## src/rtl/systolic_pe.sv

```systemverilog
// Weight-stationary systolic-array processing element: one stationary weight, one MAC per clock.
// Optional build macro PE_SATURATE_EN makes the partial-sum output saturate instead of wrapping.
module systolic_pe #(
    parameter int Data_width = 8
) (
    input  logic                  iClk,
    input  logic                  iRest_n,
    input  logic                  enable_w,
    input  logic                  Run,
    input  logic [Data_width-1:0] Weight_f_top,
    input  logic [Data_width-1:0] Psum_f_top,
    input  logic [Data_width-1:0] Ifmap_f_left,
    output logic [Data_width-1:0] Ifmap_t_right,
    output logic [Data_width-1:0] Psum_t_down
);

    localparam int W = Data_width;

    // The carry bit above the full product is kept so saturation can see any overflow.
    function automatic logic [W-1:0] reduce_sum(input logic [2*W:0] sum);
        logic [W-1:0] result;
`ifdef PE_SATURATE_EN
        if (|sum[2*W:W]) begin
            result = {W{1'b1}};
        end else begin
            result = sum[W-1:0];
        end
`else
        result = sum[W-1:0];
`endif
        return result;
    endfunction

    logic [W-1:0]   weight_q, weight_d;
    logic [W-1:0]   ifmap_q,  ifmap_d;
    logic [W-1:0]   psum_q,   psum_d;
    logic [2*W-1:0] product_s;
    logic [2*W:0]   sum_s;

    // MAC uses the weight held before this edge, so a same-edge load only affects the next MAC.
    always_comb begin
        product_s = {{W{1'b0}}, weight_q} * {{W{1'b0}}, Ifmap_f_left};
        sum_s     = {1'b0, product_s} + {{(W + 1){1'b0}}, Psum_f_top};

        if (enable_w) begin
            weight_d = Weight_f_top;
        end else begin
            weight_d = weight_q;
        end

        if (Run) begin
            ifmap_d = Ifmap_f_left;
            psum_d  = reduce_sum(sum_s);
        end else begin
            ifmap_d = ifmap_q;
            psum_d  = psum_q;
        end
    end

    // State registers; reset clears the weight too, so it must be reloaded afterwards.
    always_ff @(posedge iClk or negedge iRest_n) begin
        if (!iRest_n) begin
            weight_q <= {W{1'b0}};
            ifmap_q  <= {W{1'b0}};
            psum_q   <= {W{1'b0}};
        end else begin
            weight_q <= weight_d;
            ifmap_q  <= ifmap_d;
            psum_q   <= psum_d;
        end
    end

    assign Ifmap_t_right = ifmap_q;
    assign Psum_t_down   = psum_q;

endmodule

```

## config.mk

```make
export PLATFORM = sky130hd
export DESIGN_NAME = systolic_pe
export DESIGN_NICKNAME = d
export VERILOG_FILES = /design/src/rtl/systolic_pe.sv
export SDC_FILE = /design/constraint.sdc
export NUM_CORES = 1
export LEC_CHECK = 0
export BUFFER_PORTS_ARGS = -buffer_cell sky130_fd_sc_hd__buf_4
export CAP_MARGIN = 15
export CORE_MARGIN = 4
export CORE_UTILIZATION = 54
export CTS_CLUSTER_DIAMETER = 50
export DETAILED_ROUTE_END_ITERATION = 16
export PLACE_DENSITY = 0.8
export SETUP_SLACK_MARGIN = 0.2
export SLEW_MARGIN = 10
export SYNTH_ARGS = -nofsm -noshare
export SYNTH_HDL_FRONTEND = slang
export SYNTH_SLANG_ARGS = --single-unit
```

## constraint.sdc

```tcl
create_clock -name iClk -period 4.4 [get_ports iClk]
set_clock_uncertainty 0.05 [all_clocks]
set_input_delay 0 -clock iClk [delete_from_list [all_inputs] [get_ports iClk]]
set_output_delay 0 -clock iClk [all_outputs]
set_load 0.03 [all_outputs]
```

==> flow_summary_export.csv <==
group,metric,value,unit
yosys,netlist_area,1950,sq um
flow_run,max_cap_violations,0,
die,start_util,0.570,
worst_setup_path,rr_startpoint,"weight_q[0]",
power,clockPowerShare,0.141,
cts,h-tree-depth,1,
final_layout,final_cell_mix,"buf_4, inv_1, dlygate4sd3_1",
die,row_count,21,
cts,root_buffer,"clkbuf_4",
sta,hold_viol,0,
power,combPwrFrac,0.594,
place,portBuffers,43,
route,wirelength,4440,microns
route,drtIter0Drc,30,
route,drc,0,
worst_setup_path,crit_path_max_fanout,9,
sta,worst_pin_slew,315,ps
cts,cts_tree,"built",
yosys,synth_adder_area_share,0.294,
yosys,synth_compound_area_frac,0.0154,
final_layout,num-fill-cells,223,
route,viasPerCell,4.88,
worst_setup_path,r2r_setup_slack,590,ps
power,p_total,1.15,mW
yosys,synth_warnings,0,
cts,path_clk_slew,140,ps
route,num_vias,1445,
grt,grt_usage,0.219,
sta,fmax,262,MHz
final_layout,drive_gt1_frac,0.296,
worst_setup_path,endpoint_kind,"flip-flop",
cts,clk_latency,310,ps
die,io-pin-count,44,
power,p_switching,0.450,mW
die,die-area,4630,sq um
worst_setup_path,r2r_end,"Psum_t_down[7]",
final_layout,syn2layout_area_growth,35.5,%
worst_setup_path,reg2reg_depth,13,
yosys,yosysSeqAreaShare,0.308,
power,internal_power,0.696,mW
sta,rsz0062_at_grt,"false",
yosys,postSynthAreaPerCell,10.9,sq um
final_layout,final_cells,296,
yosys,synthMuxAreaShare,0.132,
yosys,synthSimpleGateAreaFrac,0.0931,
yosys,synth_top_family_by_area,"adder cells",
cts,clock-sinks,24,
grt,gr-total-overflow,0,
yosys,ys_types,18,
yosys,ys_seq_elements,24,
worst_setup_path,path_class,"reg2reg",
final_layout,final_nets,314,
final_layout,n_antenna_cell,0,
grt,grt_max_degree,25,
place,placed_cells,265,
sta,tns,0,ps
yosys,syn_nets,242,
route,dr.pass1.iters,4,
die,die_w,68.1,microns
cts,numCtsBuffers,3,
power,ir_drop,305,uV
power,leakage,1.32,nW
power,switching_share,0.393,
sta,finalSetupViolations,0,
die,dieHeight,68.1,microns
worst_setup_path,worst-endpoint-arrival,3970,ps
power,share_seq_of_total_power,0.265,
final_layout,fin_util,0.773,
place,gp_congestion,0.810,
power,power_density,434,nW/um^2
final_layout,final_common_cell,"buf_4",
worst_setup_path,required,4560,ps
route,ant_nets,0,
outcome,outcome,"complete, no violations",
sta,relSlewSlack,0.790,
sta,min_period_over_period,0.866,
cts,clockBufferDepth,2,
place,dp_hpwl,3040,microns
cts,cts_resized,0,
sta,period_minus_slack,3810,ps
grt,grt_pass1_vias,1583,
grt,antenna_found_initial,0,
worst_setup_path,worst_setup_path_start_kind,"flip-flop",
cts,cts_setup_buffers,0,
sta,slew_violations,0,
grt,grt_pass1_wl,7400,microns
yosys,syn-instance-count,179,
worst_hold_path,holdCritPathClass,"in2async",
yosys,synth_xor_area_frac,0.0848,
route,wl_per_cell,15.0,microns
die,core-area,3420,sq um
## cells in the mapped netlist, drive strengths merged
cell type,instances,area share
buf,1,0.0026
dfrtp,24,0.31
ha,17,0.11
inv,34,0.066
nor2,1,0.0019
mux2,22,0.13
clkbuf,2,0.0039
a21oi,3,0.0077
nand2,22,0.045
fa,18,0.18
a21o,2,0.0077
mux2i,1,0.0051
and2,14,0.046
xor2,2,0.0090
xnor2,16,0.076
## worst max-delay path, stage by stage, from the launching register on
cell and delay (ps):
dfrtp_1 500, and2_1 230, fa_1 460, fa_1 500, ha_1 290, inv_1 50
fa_1 520, inv_1 40, ha_1 330, a21o_1 170, a21oi_1 170, xnor2_1 160
xnor2_1 140, a21oi_1 80
## power groups by stage
stage	clock network (mW)	registers, mW	logic (mW)
floorplan	0	0.380	0.403
global placement	0	0.306	0.638
detailed placement	0	0.308	0.653
CTS	0.164	0.303	0.682
global route	0.174	0.310	0.761
finish	0.161	0.304	0.681
## through the flow
step / hold WS (ps) / setup WS [ps] / cell area, sq um
4_1_cts: 53.6 / 589 / 2640
2_1_floorplan: -346 / 857 / 1950
5_1_grt: 54.4 / 463 / 2640
3_5_place_dp: -137 / 612 / 2320
3_3_place_gp: -130 / 710 / 2320
6_report: 44.2 / 590 / 2640
## worst max path at each step
stage | start | end | depth (start not counted)
after floorplan | weight_q[0] | Psum_t_down[7] | 13
final | weight_q[0] | Psum_t_down[7] | 13
after CTS | weight_q[0] | Psum_t_down[7] | 13
after global routing | weight_q[0] | Psum_t_down[7] | 13
after global placement | weight_q[0] | Psum_t_down[7] | 13
after detailed placement | weight_q[0] | Psum_t_down[7] | 13
## state kept, by name (all words and copies together), names as in the netlist
register / flops
weight_q: 8
Ifmap_t_right: 8
Psum_t_down: 8
## logic make-up after synthesis
family                   after synthesis
AO/OA/AOI/OAI                          5
XOR/XNOR                              18
adder cells (fa/ha/maj)               35
buffers and inverters                 37
flip-flops                            24
multiplexers                          23
AND/OR/NAND/NOR                       37
## layer usage
layer	part of all wire	vias up	routed length [microns]	GRT usage
li1	-	693	-	-
met1	0.39	703	1710	0.252
met2	0.56	41	2470	0.412
met3	0.047	8	207	0.0460
met4	0.011	0	51	0.0521
met5	0	-	0	0
## what timing repair did
item / 4_1_cts / 5_1_grt
endpoints found under the hold margin: 43 / 0
hold buffers: 27 / 0
endpoints found under the setup margin: 0 / 0
## layout make-up
class	count	area [sq um]	area share
Tap cell	46	57.6	0.0218
Clock inverter	1	30.0	0.0114
Multi-Input combinational cell	118	1210	0.458
Sequential cell	24	601	0.228
Inverter	34	128	0.0484
Clock buffer	3	22.5	0.00853
Timing Repair Buffer	70	593	0.225
Note: power is estimated with default switching activity, not from simulation.
